===== src/rtl/jtframe_mbox.sv =====
// Two-way mailbox between a main CPU and an MCU: one strobe-driven circular FIFO per direction.
// Optional sticky overflow flags are built only when JTFRAME_MBOX_OVF_EN is defined.

module jtframe_mbox_fifo #(
    parameter int DW = 8,
    parameter int AW = 2
) (
    input  logic          clk,
    input  logic          rst,
    input  logic          clr,
    input  logic          we,
    input  logic          rd,
    input  logic [DW-1:0] din,
    output logic [DW-1:0] dout,
    output logic [AW:0]   cnt,
    output logic          full,
    output logic          ovf
);
    localparam int DEPTH = 1 << AW;

    logic [DW-1:0] mem_q [DEPTH];
    logic [AW-1:0] wr_ptr_q, wr_ptr_d;
    logic [AW-1:0] rd_ptr_q, rd_ptr_d;
    logic [AW:0]   cnt_q, cnt_d;
    logic [DW-1:0] hold_q, hold_d;
    logic          we_prev_q, we_prev_d, we_arm_q, we_arm_d;
    logic          rd_prev_q, rd_prev_d, rd_arm_q, rd_arm_d;
    logic          push, pop, empty, do_push, do_pop, mem_we;

    // A strobe only acts once it has been seen low since reset, so a strobe held
    // across reset cannot trigger a transfer until it is released and re-asserted.
    always_comb begin
        we_prev_d = we;
        rd_prev_d = rd;
        we_arm_d  = we_arm_q | ~we;
        rd_arm_d  = rd_arm_q | ~rd;
        push      = we & ~we_prev_q & we_arm_q;
        pop       = ~rd & rd_prev_q & rd_arm_q;
    end

    assign empty   = (cnt_q == '0);
    assign full    = cnt_q[AW];
    assign do_pop  = pop & ~empty;
    assign do_push = push & (~full | do_pop);

    always_comb begin
        wr_ptr_d = wr_ptr_q;
        rd_ptr_d = rd_ptr_q;
        cnt_d    = cnt_q;
        hold_d   = hold_q;
        mem_we   = 1'b0;
        if (clr) begin
            wr_ptr_d = '0;
            rd_ptr_d = '0;
            cnt_d    = '0;
        end else begin
            if (do_push) begin
                mem_we   = 1'b1;
                wr_ptr_d = wr_ptr_q + 1'b1;
            end
            if (do_pop) begin
                hold_d   = mem_q[rd_ptr_q];
                rd_ptr_d = rd_ptr_q + 1'b1;
            end
            cnt_d = cnt_q + (AW+1)'(do_push) - (AW+1)'(do_pop);
        end
    end

    always_ff @(posedge clk) begin
        if (rst) begin
            wr_ptr_q  <= '0;
            rd_ptr_q  <= '0;
            cnt_q     <= '0;
            hold_q    <= '0;
            we_prev_q <= 1'b0;
            rd_prev_q <= 1'b0;
            we_arm_q  <= ~we;
            rd_arm_q  <= ~rd;
        end else begin
            wr_ptr_q  <= wr_ptr_d;
            rd_ptr_q  <= rd_ptr_d;
            cnt_q     <= cnt_d;
            hold_q    <= hold_d;
            we_prev_q <= we_prev_d;
            rd_prev_q <= rd_prev_d;
            we_arm_q  <= we_arm_d;
            rd_arm_q  <= rd_arm_d;
        end
    end

    // Storage is not reset; the hold register covers the empty case.
    always_ff @(posedge clk) begin
        if (mem_we) mem_q[wr_ptr_q] <= din;
    end

    assign dout = empty ? hold_q : mem_q[rd_ptr_q];
    assign cnt  = cnt_q;

`ifdef JTFRAME_MBOX_OVF_EN
    logic ovf_q, ovf_d;

    // A push into a full FIFO is only dropped when no pop frees a slot that cycle.
    always_comb begin
        ovf_d = ovf_q;
        if (clr) ovf_d = 1'b0;
        else if (push & full & ~do_pop) ovf_d = 1'b1;
    end

    always_ff @(posedge clk) begin
        if (rst) ovf_q <= 1'b0;
        else     ovf_q <= ovf_d;
    end

    assign ovf = ovf_q;
`else
    assign ovf = 1'b0;
`endif

endmodule

module jtframe_mbox #(
    parameter int DW = 8,
    parameter int AW = 2
) (
    input  logic          clk,
    input  logic          rst,
    input  logic          main_we,
    input  logic          main_rd,
    input  logic [DW-1:0] main_din,
    output logic [DW-1:0] main_dout,
    input  logic          main_clr,
    input  logic          mcu_we,
    input  logic          mcu_rd,
    input  logic [DW-1:0] mcu_din,
    output logic [DW-1:0] mcu_dout,
    output logic          mcu_irq,
    output logic          main_stn,
    output logic          m2s_full,
    output logic          s2m_full,
    output logic [AW:0]   m2s_cnt,
    output logic [AW:0]   s2m_cnt,
    output logic [1:0]    ovf
);
    logic m2s_ovf, s2m_ovf;

    jtframe_mbox_fifo #(.DW(DW), .AW(AW)) u_m2s (
        .clk  (clk),
        .rst  (rst),
        .clr  (main_clr),
        .we   (main_we),
        .rd   (mcu_rd),
        .din  (main_din),
        .dout (mcu_dout),
        .cnt  (m2s_cnt),
        .full (m2s_full),
        .ovf  (m2s_ovf)
    );

    jtframe_mbox_fifo #(.DW(DW), .AW(AW)) u_s2m (
        .clk  (clk),
        .rst  (rst),
        .clr  (main_clr),
        .we   (mcu_we),
        .rd   (main_rd),
        .din  (mcu_din),
        .dout (main_dout),
        .cnt  (s2m_cnt),
        .full (s2m_full),
        .ovf  (s2m_ovf)
    );

    // Status lines come straight from the registered counts.
    assign mcu_irq  = (m2s_cnt != '0);
    assign main_stn = (s2m_cnt == '0);
    assign ovf      = {s2m_ovf, m2s_ovf};

endmodule


===== config.mk =====
export PLATFORM = sky130hd
export DESIGN_NAME = jtframe_mbox
export DESIGN_NICKNAME = d
export VERILOG_FILES = /design/src/rtl/jtframe_mbox.sv
export SDC_FILE = /design/constraint.sdc
export NUM_CORES = 1
export LEC_CHECK = 0
export CAP_MARGIN = 10
export CORE_ASPECT_RATIO = 2
export CORE_UTILIZATION = 60
export CTS_CLUSTER_DIAMETER = 120
export DETAILED_ROUTE_END_ITERATION = 8
export GPL_ROUTABILITY_DRIVEN = 0
export PLACE_DENSITY_LB_ADDON = 0.1
export SYNTH_ARGS = -nofsm -noshare
export SYNTH_HDL_FRONTEND = slang
export SYNTH_SLANG_ARGS = --single-unit

===== constraint.sdc =====
create_clock -name clk -period 4.3 [get_ports clk]
set_clock_uncertainty 0.2 [all_clocks]
set_input_delay 0.645 -clock clk [delete_from_list [all_inputs] [get_ports clk]]
set_output_delay 0.645 -clock clk [all_outputs]
set_load 0.03 [all_outputs]

==> implementation parameters, run 1 <==
Parameter                              Value

Layout
  Layout net count    425
  Leading cell types in the layout, fill and taps excluded    64 x edfxtp_1, 58 x nand2_1, 48 x clkdlybuf4s50_1
  Layout-stage area growth over the synthesis result    18.0%
  Number of fillers in the final layout    499
  Ant diodes    0
  Layout cell share with drive strength beyond 1    about a tenth
  Most common cell after layout, fill and taps aside    edfxtp_1

GRT
  Met3 routing resource usage after global routing    4.98%
  Wire length of the first global-routing pass    13900 um
  Maximum number of pins on one net before global-route repair    23
  Met1 Use GR    24.0%
  Met2 usage in global routing    47.9%
  Antenna violations before repair    0
  Number of global-route vias before repair    2807
  Gr ovfl total    0
  Most Crowded Layer GR    met2
  Global routing usage summed across all routing layers    24.9%

Die
  DIE WIDTH    62.6 um
  Number of cell rows    43
  Top Ports    between 50 and 60
  Initial core utilization    63.0%
  Floorplan die area    0.00771 mm2
  Die Ht    123 um
  Area of the core    0.00699 mm2

STA
  Total count of hold-check failures in the final report    0
  Setup repair after global routing missed its margin    false
  Worst Max-Slew Pin Slew    ~0.65 ns
  Achievable clock frequency    around 290 MHz
  Fin crit period    roughly 3.4 ns
  Final period utilization    between 80% and 90%
  Worst slew slack as a fraction of its limit    56.8%
  Post-route worst setup slack    0.856 ns
  Setup TNS    0 ns
  Final number of setup-violating endpoints    0
  Max Slew Vio Count    0

Pwr
  Register share of total power    between 50% and 60%
  Combinational fraction of design power    between 7 and 8%
  Pwr dens    379 mW/mm2
  Worst supply voltage drop on vdd    366 uV
  Net switching component of the power    about 430 uW
  Switch share    21.9%
  Share of total power in the clock network    37.1%
  Total leakage power    between 1.5 and 2 nW
  Power Internal    1.54 mW

Clocking
  Maximum level of the CTS H-tree    3
  Reg clk slew, reported paths    roughly 0.060 ns
  Insertion delay to the later sink of the worst-skew pair    roughly 0.34 ns
  CTS sink cnt    roughly 110
  Number of post-CTS setup repair buffers    0
  Number of buffers inserted during clock tree synthesis    9
  Count of instances resized after the clock tree is built    0
  Root cell of the clock tree    clkbuf_16
  CTS max path bufs    2
  Number of hold buffers added after CTS    0
  CTS tree    built

Worst setup path
  Required time of the critical path    3.45 ns
  CP startpoint kind    flip-flop
  Critical path fanouts, max    22
  Endpoint kind of the worst setup timing path    primary output
  Critical path type    flip-flop to primary output
  Arrival time of data at the critical path endpoint    2.60 ns

Synth
  Area share of the leading cell type in the synthesized netlist    43.6%
  Ys Warns    0
  FFs w/ async S/R, synth    0%
  Summed instance area of the synthesized netlist    0.00440 mm2
  Register area share after synthesis    62.7%
  Flops & latches, synth    106
  Most frequently used flop master after synthesis    edfxtp_1
  Number of different library cells in the post-synthesis netlist    32
  Number of enable flip-flop cells after synthesis    64
  Cell type with the highest aggregate area in the netlist    edfxtp_1
  Leading post-synthesis cells by cell area    edfxtp_1 44%, dfxtp_1 19%, mux4_2 8.2%, nand2_1 4.9%, ha_1 3.4%
  Mean instance size in the synthesized netlist    ~13 um2
  Syn Inst Count    346

Route
  ANT nets after route    0
  Drt drc    0
  Number of detailed-route iterations in the first pass    4
  Count of routing violations after the opening detailed-route iteration    200
  Number of vias after detailed routing    2751
  Via density per instance    ~5.7
  Total detailed-routing wirelength    approximately 8600 um
  Post-DR wirelength/cell    17.9 um

Place
  Post-DP HPWL    6250 um
  Number of buffers inserted by port buffering    48
  Post-place setup slack    0.917 ns

Run
  Max capacitance violation total    0

Outcome
  Run status    complete, no violations

Hold path
  Hold crit path type    flip-flop to flip-flop
## area by class of cell
type	count	area, um2	share of cell area, %
clock buffers	11	233	4.48
clock inverters	5	30.0	0.578
well taps	90	113	2.17
repair buffers	55	533	10.3
inverters	18	67.6	1.30
multi-input cells	198	1460	28.0
flip-flops and latches	106	2760	53.2
## metal layers
metal / wire, um / part of all wire, % / up-vias
met5: 0 / 0 / -
met4: 341 / 3.9 / 0
met3: 240 / 2.8 / 18
met2: 5090 / 59 / 63
met1: 2960 / 34 / 1354
li1: - / - / 1316
## synth_stat cells (3+ instances only)
| cell | n |
|---|---|
| dfxtp_1 | 42 |
| and2_1 | 12 |
| nor3_1 | 3 |
| nor2b_1 | 4 |
| o21ai_0 | 5 |
| nor2_1 | 7 |
| nand3_1 | 16 |
| mux2i_1 | 4 |
| buf_2 | 5 |
| ha_1 | 12 |
| or3_1 | 3 |
| buf_4 | 7 |
| nand2_1 | 58 |
| clkbuf_1 | 12 |
| mux4_2 | 16 |
| o31ai_1 | 18 |
| edfxtp_1 | 64 |
| a21oi_1 | 22 |
| inv_1 | 16 |
## flip-flops by register name, indices dropped and copies added, names as in the netlist, named ones only
| signal | flops |
|---|---|
| u_m2s.cnt | 3 |
| u_m2s.hold_q | 8 |
| u_m2s.mem_q | 32 |
| u_m2s.rd_arm_q | 1 |
| u_m2s.rd_prev_q | 1 |
| u_m2s.rd_ptr_q | 2 |
| u_m2s.we_arm_q | 1 |
| u_m2s.we_prev_q | 1 |
| u_m2s.wr_ptr_q | 2 |
| u_s2m.cnt | 3 |
| u_s2m.hold_q | 8 |
| u_s2m.mem_q | 32 |
| u_s2m.rd_arm_q | 1 |
| u_s2m.rd_prev_q | 1 |
| u_s2m.rd_ptr_q | 2 |
| u_s2m.we_arm_q | 1 |
| u_s2m.we_prev_q | 1 |
| u_s2m.wr_ptr_q | 2 |
## critical path, cell delays in order (launching register included)
cell	delay, ns
dfxtp_1	0.39
or3_1	0.65
inv_2	0.39
nand2_1	0.09
nand2_1	0.07
clkdlybuf4s50_1	0.66
## kinds of logic (layout without fill, tap and decap cells)
kind of cell | count (synthesis) | count (layout) | share of synthesized area (%)
AO/OA/AOI/OAI | 50 | 50 | 7.27
multiplexers | 20 | 20 | 9.09
buffers and inverters | 43 | 89 | 4.40
XOR/XNOR | 2 | 2 | 0.398
adder cells (fa/ha/maj) | 14 | 14 | 4.32
flip-flops | 106 | 106 | 62.7
AND/OR/NAND/NOR | 110 | 110 | 11.7
other | 1 | 2 | 0.0852
## through the flow
step           cells  cell area [um2]  util [%]  hold WS [ns]  total power, mW
2_1_floorplan    347             4410         -         0.245             1.20
3_3_place_gp     467             4930      70.5         0.255             1.26
3_5_place_dp     467             4930      70.5         0.263             1.26
4_1_cts          483             5190      74.3         0.271             1.98
5_1_grt          483             5190      74.3         0.292             2.03
6_report         483             5190      74.3         0.271             1.97
## worst paths after layout
path,cells past startpoint,startpoint,slack (ns),endpoint
max,5,u_s2m.cnt[2]$_SDFF_PP0_,0.86,main_dout[1]
min,2,u_m2s.hold_q[2]$_SDFFE_PP0P_,0.27,u_m2s.hold_q[2]$_SDFFE_PP0P_
max reg2reg,11,u_s2m.cnt[2]$_SDFF_PP0_,1.09,u_s2m.cnt[2]$_SDFF_PP0_
min reg2reg,2,u_m2s.hold_q[2]$_SDFFE_PP0P_,0.27,u_m2s.hold_q[2]$_SDFFE_PP0P_
## power by group through the flow
stage / registers [mW] / clock network (mW) / logic (mW)
2_1_floorplan: 1.12 / 0 / 0.0787
3_3_place_gp: 1.12 / 0 / 0.137
3_5_place_dp: 1.12 / 0 / 0.139
4_1_cts: 1.10 / 0.740 / 0.141
5_1_grt: 1.10 / 0.779 / 0.151
6_report: 1.10 / 0.730 / 0.140
Power figures use the tool's default switching activity.
==> inputs of run 2 (changes only) <==
Settings changed: CORE_UTILIZATION 60 to 55.
Clock period 4.3 ns to 3.5 ns, I/O delays scaled along.
==> implementation parameters, run 2 (synthesis gave the netlist of run 1 again) <==
Parameter                              Value

Die
  Die Ht    129 um (+4.4%)
  Area of the core    0.00766 mm2 (+9.5%)
  Top Ports    51 (unchanged)
  Number of cell rows    45 (+4.7%)
  DIE WIDTH    65.3 um (+4.3%)
  Initial core utilization    57.5% (-5.5 points)
  Floorplan die area    0.00839 mm2 (+8.9%)

Clocking
  Count of instances resized after the clock tree is built    0 (unchanged)
  Number of post-CTS setup repair buffers    0 (unchanged)
  Number of hold buffers added after CTS    0 (unchanged)
  Reg clk slew, reported paths    0.07 ns (about the same)
  Number of buffers inserted during clock tree synthesis    9 (unchanged)
  CTS max path bufs    2 (unchanged)
  CTS sink cnt    106 (unchanged)
  Maximum level of the CTS H-tree    3 (unchanged)
  Root cell of the clock tree    clkbuf_16
  Insertion delay to the later sink of the worst-skew pair    0.34 ns (about the same)
  CTS tree    built

Worst setup path
  Number of buffers and inverters on the critical path    3 (+1)
  Most common cell on crit path    nand2_1
  Kind of cell adding the most delay to the critical path    buffers and inverters
  Required time of the critical path    2.77 ns (-0.68 ns)
  Critical path type    flip-flop to primary output
  Arrival time of data at the critical path endpoint    2.43 ns (-0.17 ns)
  Slowest stage delay, CP    0.66 ns (about the same)
  Critical path fanouts, max    22 (unchanged)
  Worst path cell trace    or3_1 > buf_4 > inv_2 > nand2_1 > nand2_1 > clkdlybuf4s50_1
  CP startpoint kind    flip-flop
  Slowest-stage cell, CP    clkdlybuf4s50_1
  Endpoint kind of the worst setup timing path    primary output

Route
  Drt drc    0 (unchanged)
  Number of vias after detailed routing    2741 (-0.36%)
  Number of detailed-route iterations in the first pass    4 (unchanged)
  ANT nets after route    0 (unchanged)
  Count of routing violations after the opening detailed-route iteration    163 (-19%)
  Post-DR wirelength/cell    17.7 um (-0.99%)
  Via density per instance    5.59 (-1.8%)
  Total detailed-routing wirelength    8670 um (+0.44%)

GRT
  Gr ovfl total    0 (unchanged)
  Number of global-route vias before repair    2809 (+0.071%)
  Maximum number of pins on one net before global-route repair    27 (+17%)
  Global routing usage summed across all routing layers    23.2% (-1.8 points)
  Antenna violations before repair    0 (unchanged)
  Wire length of the first global-routing pass    13900 um (about the same)

Layout
  Most common cell after layout, fill and taps aside    edfxtp_1
  Final standard cell count with taps included and fillers excluded    490 (+1.4%)
  Post-route standard cell area excluding fillers    0.00525 mm2 (+1.2%)
  Layout-stage area growth over the synthesis result    19.3%
  Registers with the most flip-flops    u_m2s.mem_q: 32 flops, u_s2m.mem_q: 32 flops
  Ant diodes    0 (unchanged)
  Leading cell types in the layout, fill and taps excluded    64 x edfxtp_1, 58 x nand2_1, 48 x clkdlybuf4s50_1
  Layout cell share with drive strength beyond 1    11.4% (+0.93 points)
  Layout net count    428 (+0.71%)

Outcome
  Run status    complete, no violations

Place
  Count of placed standard cells including taps    474 (+1.5%)
  Post-DP HPWL    6350 um (+1.5%)
  Post-detailed-placement cell area    0.00496 mm2 (+0.56%)
  Number of buffers inserted by port buffering    48 (unchanged)

STA
  Setup repair after global routing missed its margin    false
  Fin crit period    around 3.2 ns
  Total count of hold-check failures in the final report    0 (unchanged)
  Worst slew slack as a fraction of its limit    59.1% (+2.3 points)
  Min Hold Slack    0.272 ns (+0.000430 ns)
  Achievable clock frequency    317 MHz
  Final period utilization    90.2%
  Setup TNS    0 ns (unchanged)
  Max Slew Vio Count    0 (unchanged)
  Final number of setup-violating endpoints    0 (unchanged)
  Worst Max-Slew Pin Slew    0.612 ns (-0.0337 ns)

Pwr
  Worst supply voltage drop on vdd    409 uV (+12%)
  Total leakage power    1.84 nW (+2.0%)
  Pwr dens    480 mW/mm2 (+27%)

Hold path
  Hold crit path type    flip-flop to flip-flop

Run
  Max capacitance violation total    0 (unchanged)
## run 2: cell count changes in the layout (fill, tap and decap cells not counted), sizes merged
cell,previous run,this run
buf,7,10
bufinv,0,1
clkinvlp,1,0
## run 2: power breakdown
group          internal [mW]  leakage, nW  switching (mW)
Clock                  0.572        0.147           0.426
Sequential              1.34        0.919         0.00959
Combinational         0.0713        0.778           0.105
Total                   1.98         1.84           0.540
## run 2: cell type report
class	instances	area [um2]
timing repair buffer	58	556
fill	578	2400
inverter	18	67.6
multi-input combinational	198	1460
sequential	106	2760
clock inverter	5	52.6
clock buffer	11	243
tap	94	118
## run 2: final timing paths
check	slack, ns	endpoint	start	cells past startpoint
min reg2reg	0.27	u_s2m.hold_q[0]$_SDFFE_PP0P_	u_s2m.hold_q[0]$_SDFFE_PP0P_	2
max	0.34	main_dout[2]	u_s2m.cnt[2]$_SDFF_PP0_	6
min	0.27	u_s2m.hold_q[0]$_SDFFE_PP0P_	u_s2m.hold_q[0]$_SDFFE_PP0P_	2
max reg2reg	0.52	u_s2m.cnt[2]$_SDFF_PP0_	u_s2m.cnt[2]$_SDFF_PP0_	12
## run 2: metrics by stage
step | utilization [%] | total power [mW] | worst slack [ns]
floorplan | - | 1.47 | 0.564
global placement | 64.8 | 1.55 | 0.578
detailed placement | 64.8 | 1.55 | 0.467
CTS | 68.6 | 2.54 | 0.285
global route | 68.6 | 2.60 | 0.214
finish | 68.6 | 2.52 | 0.344
## run 2: routing by layer
metal / global-route usage (%) / vias to the layer above / share of wire (%)
met5: 0 / - / 0
met3: 5.05 / 19 / 3.2
met2: 43.8 / 60 / 58
met4: 12.7 / 0 / 3.7
met1: 22.2 / 1338 / 35
li1: - / 1324 / -
## run 2: worst reg2reg max path, stage by stage (launching register included)
cell	delay, ns
dfxtp_1	0.39
or3_1	0.39
buf_4	0.20
inv_2	0.29
nor2_1	0.10
ha_1	0.28
inv_1	0.06
ha_1	0.13
inv_1	0.05
fa_1	0.38
xor2_1	0.16
and2_1	0.16
nor3_1	0.12
==> inputs of run 3 (changes only) <==
Settings changed: CORE_ASPECT_RATIO 2 to not set, SKIP_LAST_GASP set to 1.
==> implementation parameters, run 3 (synthesis gave the netlist of run 1 again) <==
Parameter                              Value

Clocking
  CTS sink cnt    106 (unchanged)
  Maximum level of the CTS H-tree    3 (unchanged)
  Number of hold buffers added after CTS    0 (unchanged)
  CTS tree    built
  Root cell of the clock tree    clkbuf_8
  Count of instances resized after the clock tree is built    0 (unchanged)
  Insertion delay to the later sink of the worst-skew pair    0.37 ns (+0.03 ns)
  CTS max path bufs    2 (unchanged)
  Number of post-CTS setup repair buffers    0 (unchanged)
  Reg clk slew, reported paths    0.10 ns (+0.03 ns)
  Number of buffers inserted during clock tree synthesis    9 (unchanged)

STA
  Max Slew Vio Count    0 (unchanged)
  Final period utilization    89.7% (-0.52 points)
  Worst slew slack as a fraction of its limit    62.0% (+2.9 points)
  Post-route worst setup slack    0.362 ns (+0.0181 ns)
  Achievable clock frequency    319 MHz (+0.58%)
  Worst Max-Slew Pin Slew    0.569 ns (-0.0432 ns)
  Final number of setup-violating endpoints    0 (unchanged)
  Fin crit period    3.14 ns (-0.0181 ns)
  Min Hold Slack    0.274 ns (+0.00220 ns)
  Setup TNS    0 ns (unchanged)
  Setup repair after global routing missed its margin    false
  Total count of hold-check failures in the final report    0 (unchanged)

Worst setup path
  Crit. path cell count    4 (-2)
  Critical path fanouts, max    8 (-64%)
  Number of buffers and inverters on the critical path    1 (-2)
  Endpoint kind of the worst setup timing path    primary output
  Arrival time of data at the critical path endpoint    2.41 ns (-0.02 ns)
  Worst path cell trace    mux4_2 > nand2_1 > nand2_1 > clkdlybuf4s50_1
  Reg2Reg Depth    11 (-1)
  Kind of cell adding the most delay to the critical path    flip-flops
  CP startpoint kind    flip-flop
  Critical path type    flip-flop to primary output
  Worst setup slack for register-to-register paths    0.68 ns (+0.16 ns)
  Required time of the critical path    2.77 ns (about the same)
  Slowest stage delay, CP    0.68 ns (+0.02 ns)
  Slowest-stage cell, CP    dfxtp_1
  Most common cell on crit path    nand2_1

Place
  Post-detailed-placement cell area    0.00497 mm2 (+0.20%)
  Count of placed standard cells including taps    482 (+1.7%)
  Post-DP HPWL    5490 um (-14%)
  Post-place setup slack    0.427 ns (-0.0401 ns)
  Number of buffers inserted by port buffering    48 (unchanged)

Outcome
  Run status    complete, no violations

Layout
  Registers with the most flip-flops    u_m2s.mem_q: 32 flops, u_s2m.mem_q: 32 flops
  Post-route standard cell area excluding fillers    0.00517 mm2 (-1.6%)
  Final standard cell count with taps included and fillers excluded    498 (+1.6%)
  Final core utilization    66.9% (-1.7 points)
  Most common cell after layout, fill and taps aside    edfxtp_1
  Layout cell share with drive strength beyond 1    11.6% (+0.25 points)
  Layout net count    428 (unchanged)
  Ant diodes    0 (unchanged)
  Leading cell types in the layout, fill and taps excluded    64 x edfxtp_1, 58 x nand2_1, 48 x clkdlybuf4s50_1
  Layout-stage area growth over the synthesis result    17.4%

Pwr
  Total leakage power    1.79 nW (-2.7%)
  Worst supply voltage drop on vdd    266 uV (-35%)
  Pwr dens    441 mW/mm2 (-8.2%)
  Total design power    2.28 mW (-9.7%)

Route
  Number of detailed-route iterations in the first pass    4 (unchanged)
  Count of routing violations after the opening detailed-route iteration    121 (-26%)
  Post-DR wirelength/cell    15.8 um (-10%)
  Drt drc    0 (unchanged)
  Number of vias after detailed routing    2738 (-0.11%)
  Via density per instance    5.50 (-1.7%)
  ANT nets after route    0 (unchanged)
  Total detailed-routing wirelength    7890 um (-9.0%)

Die
  Initial core utilization    57.0% (-0.52 points)
  Floorplan die area    0.00837 mm2 (-0.26%)
  Top Ports    51 (unchanged)
  Number of cell rows    32 (-29%)
  DIE WIDTH    91.5 um (+40%)
  Area of the core    0.00773 mm2 (+0.92%)
  Die Ht    91.5 um (-29%)

GRT
  Met2 usage in global routing    33.1% (-11 points)
  Global routing usage summed across all routing layers    20.9% (-2.3 points)
  Antenna violations before repair    0 (unchanged)
  Gr ovfl total    0 (unchanged)
  Maximum number of pins on one net before global-route repair    23 (-15%)
  Met3 routing resource usage after global routing    4.02% (-1.0 points)
  Most Crowded Layer GR    met2
  Met1 Use GR    28.7% (+6.5 points)
  Number of global-route vias before repair    2673 (-4.8%)
  Wire length of the first global-routing pass    13200 um (-4.8%)

Hold path
  Min-Delay Path Depth    2 (unchanged)
  Hold crit path type    flip-flop to flip-flop

Run
  Max capacitance violation total    0 (unchanged)
-- run 3: cell types whose count changed in the layout (fill, tap and decap cells not counted), sizes merged --
cell,change
clkbuf,-2
clkinvlp,+1
inv,+1
-- run 3: cell type report --
class	instances	area, um2
inverter	18	67.6
clock inverter	7	76.3
clock buffer	9	124
tap	102	128
sequential	106	2760
fill	582	2560
timing repair buffer	58	556
multi-input combinational	198	1460
-- run 3: report_power, final --
part	internal, mW	switching (mW)	total (mW)	leakage (nW)
sequential	1.34	0.00939	1.35	0.919
clock	0.336	0.421	0.757	0.0979
combinational	0.0711	0.101	0.172	0.778
total	1.75	0.532	2.28	1.79
-- run 3: worst paths after layout --
path | startpoint | to
setup / recovery | flip-flop | mcu_dout[3]
hold / removal | u_m2s.hold_q[7]$_SDFFE_PP0P_ | u_m2s.hold_q[7]$_SDFFE_PP0P_
setup reg to reg | u_s2m.cnt[2]$_SDFF_PP0_ | u_s2m.cnt[2]$_SDFF_PP0_
hold reg to reg | u_m2s.hold_q[7]$_SDFFE_PP0P_ | u_m2s.hold_q[7]$_SDFFE_PP0P_
-- run 3: layer usage --
metal  part of all wire [%]  up-vias
met1                     46     1331
met4                    1.7        0
met5                      0        -
met3                    4.0       11
li1                       -     1322
met2                     48       74
-- run 3: worst reg2reg max path, cell delays in order (launching register included) --
cell and delay [ns]:
dfxtp_1 0.40, or3_1 0.43, inv_2 0.30, nor2_1 0.10, ha_1 0.28, inv_1 0.06
ha_1 0.13, inv_1 0.04, fa_1 0.38, xor2_1 0.17, and2_1 0.17, nor3_1 0.11
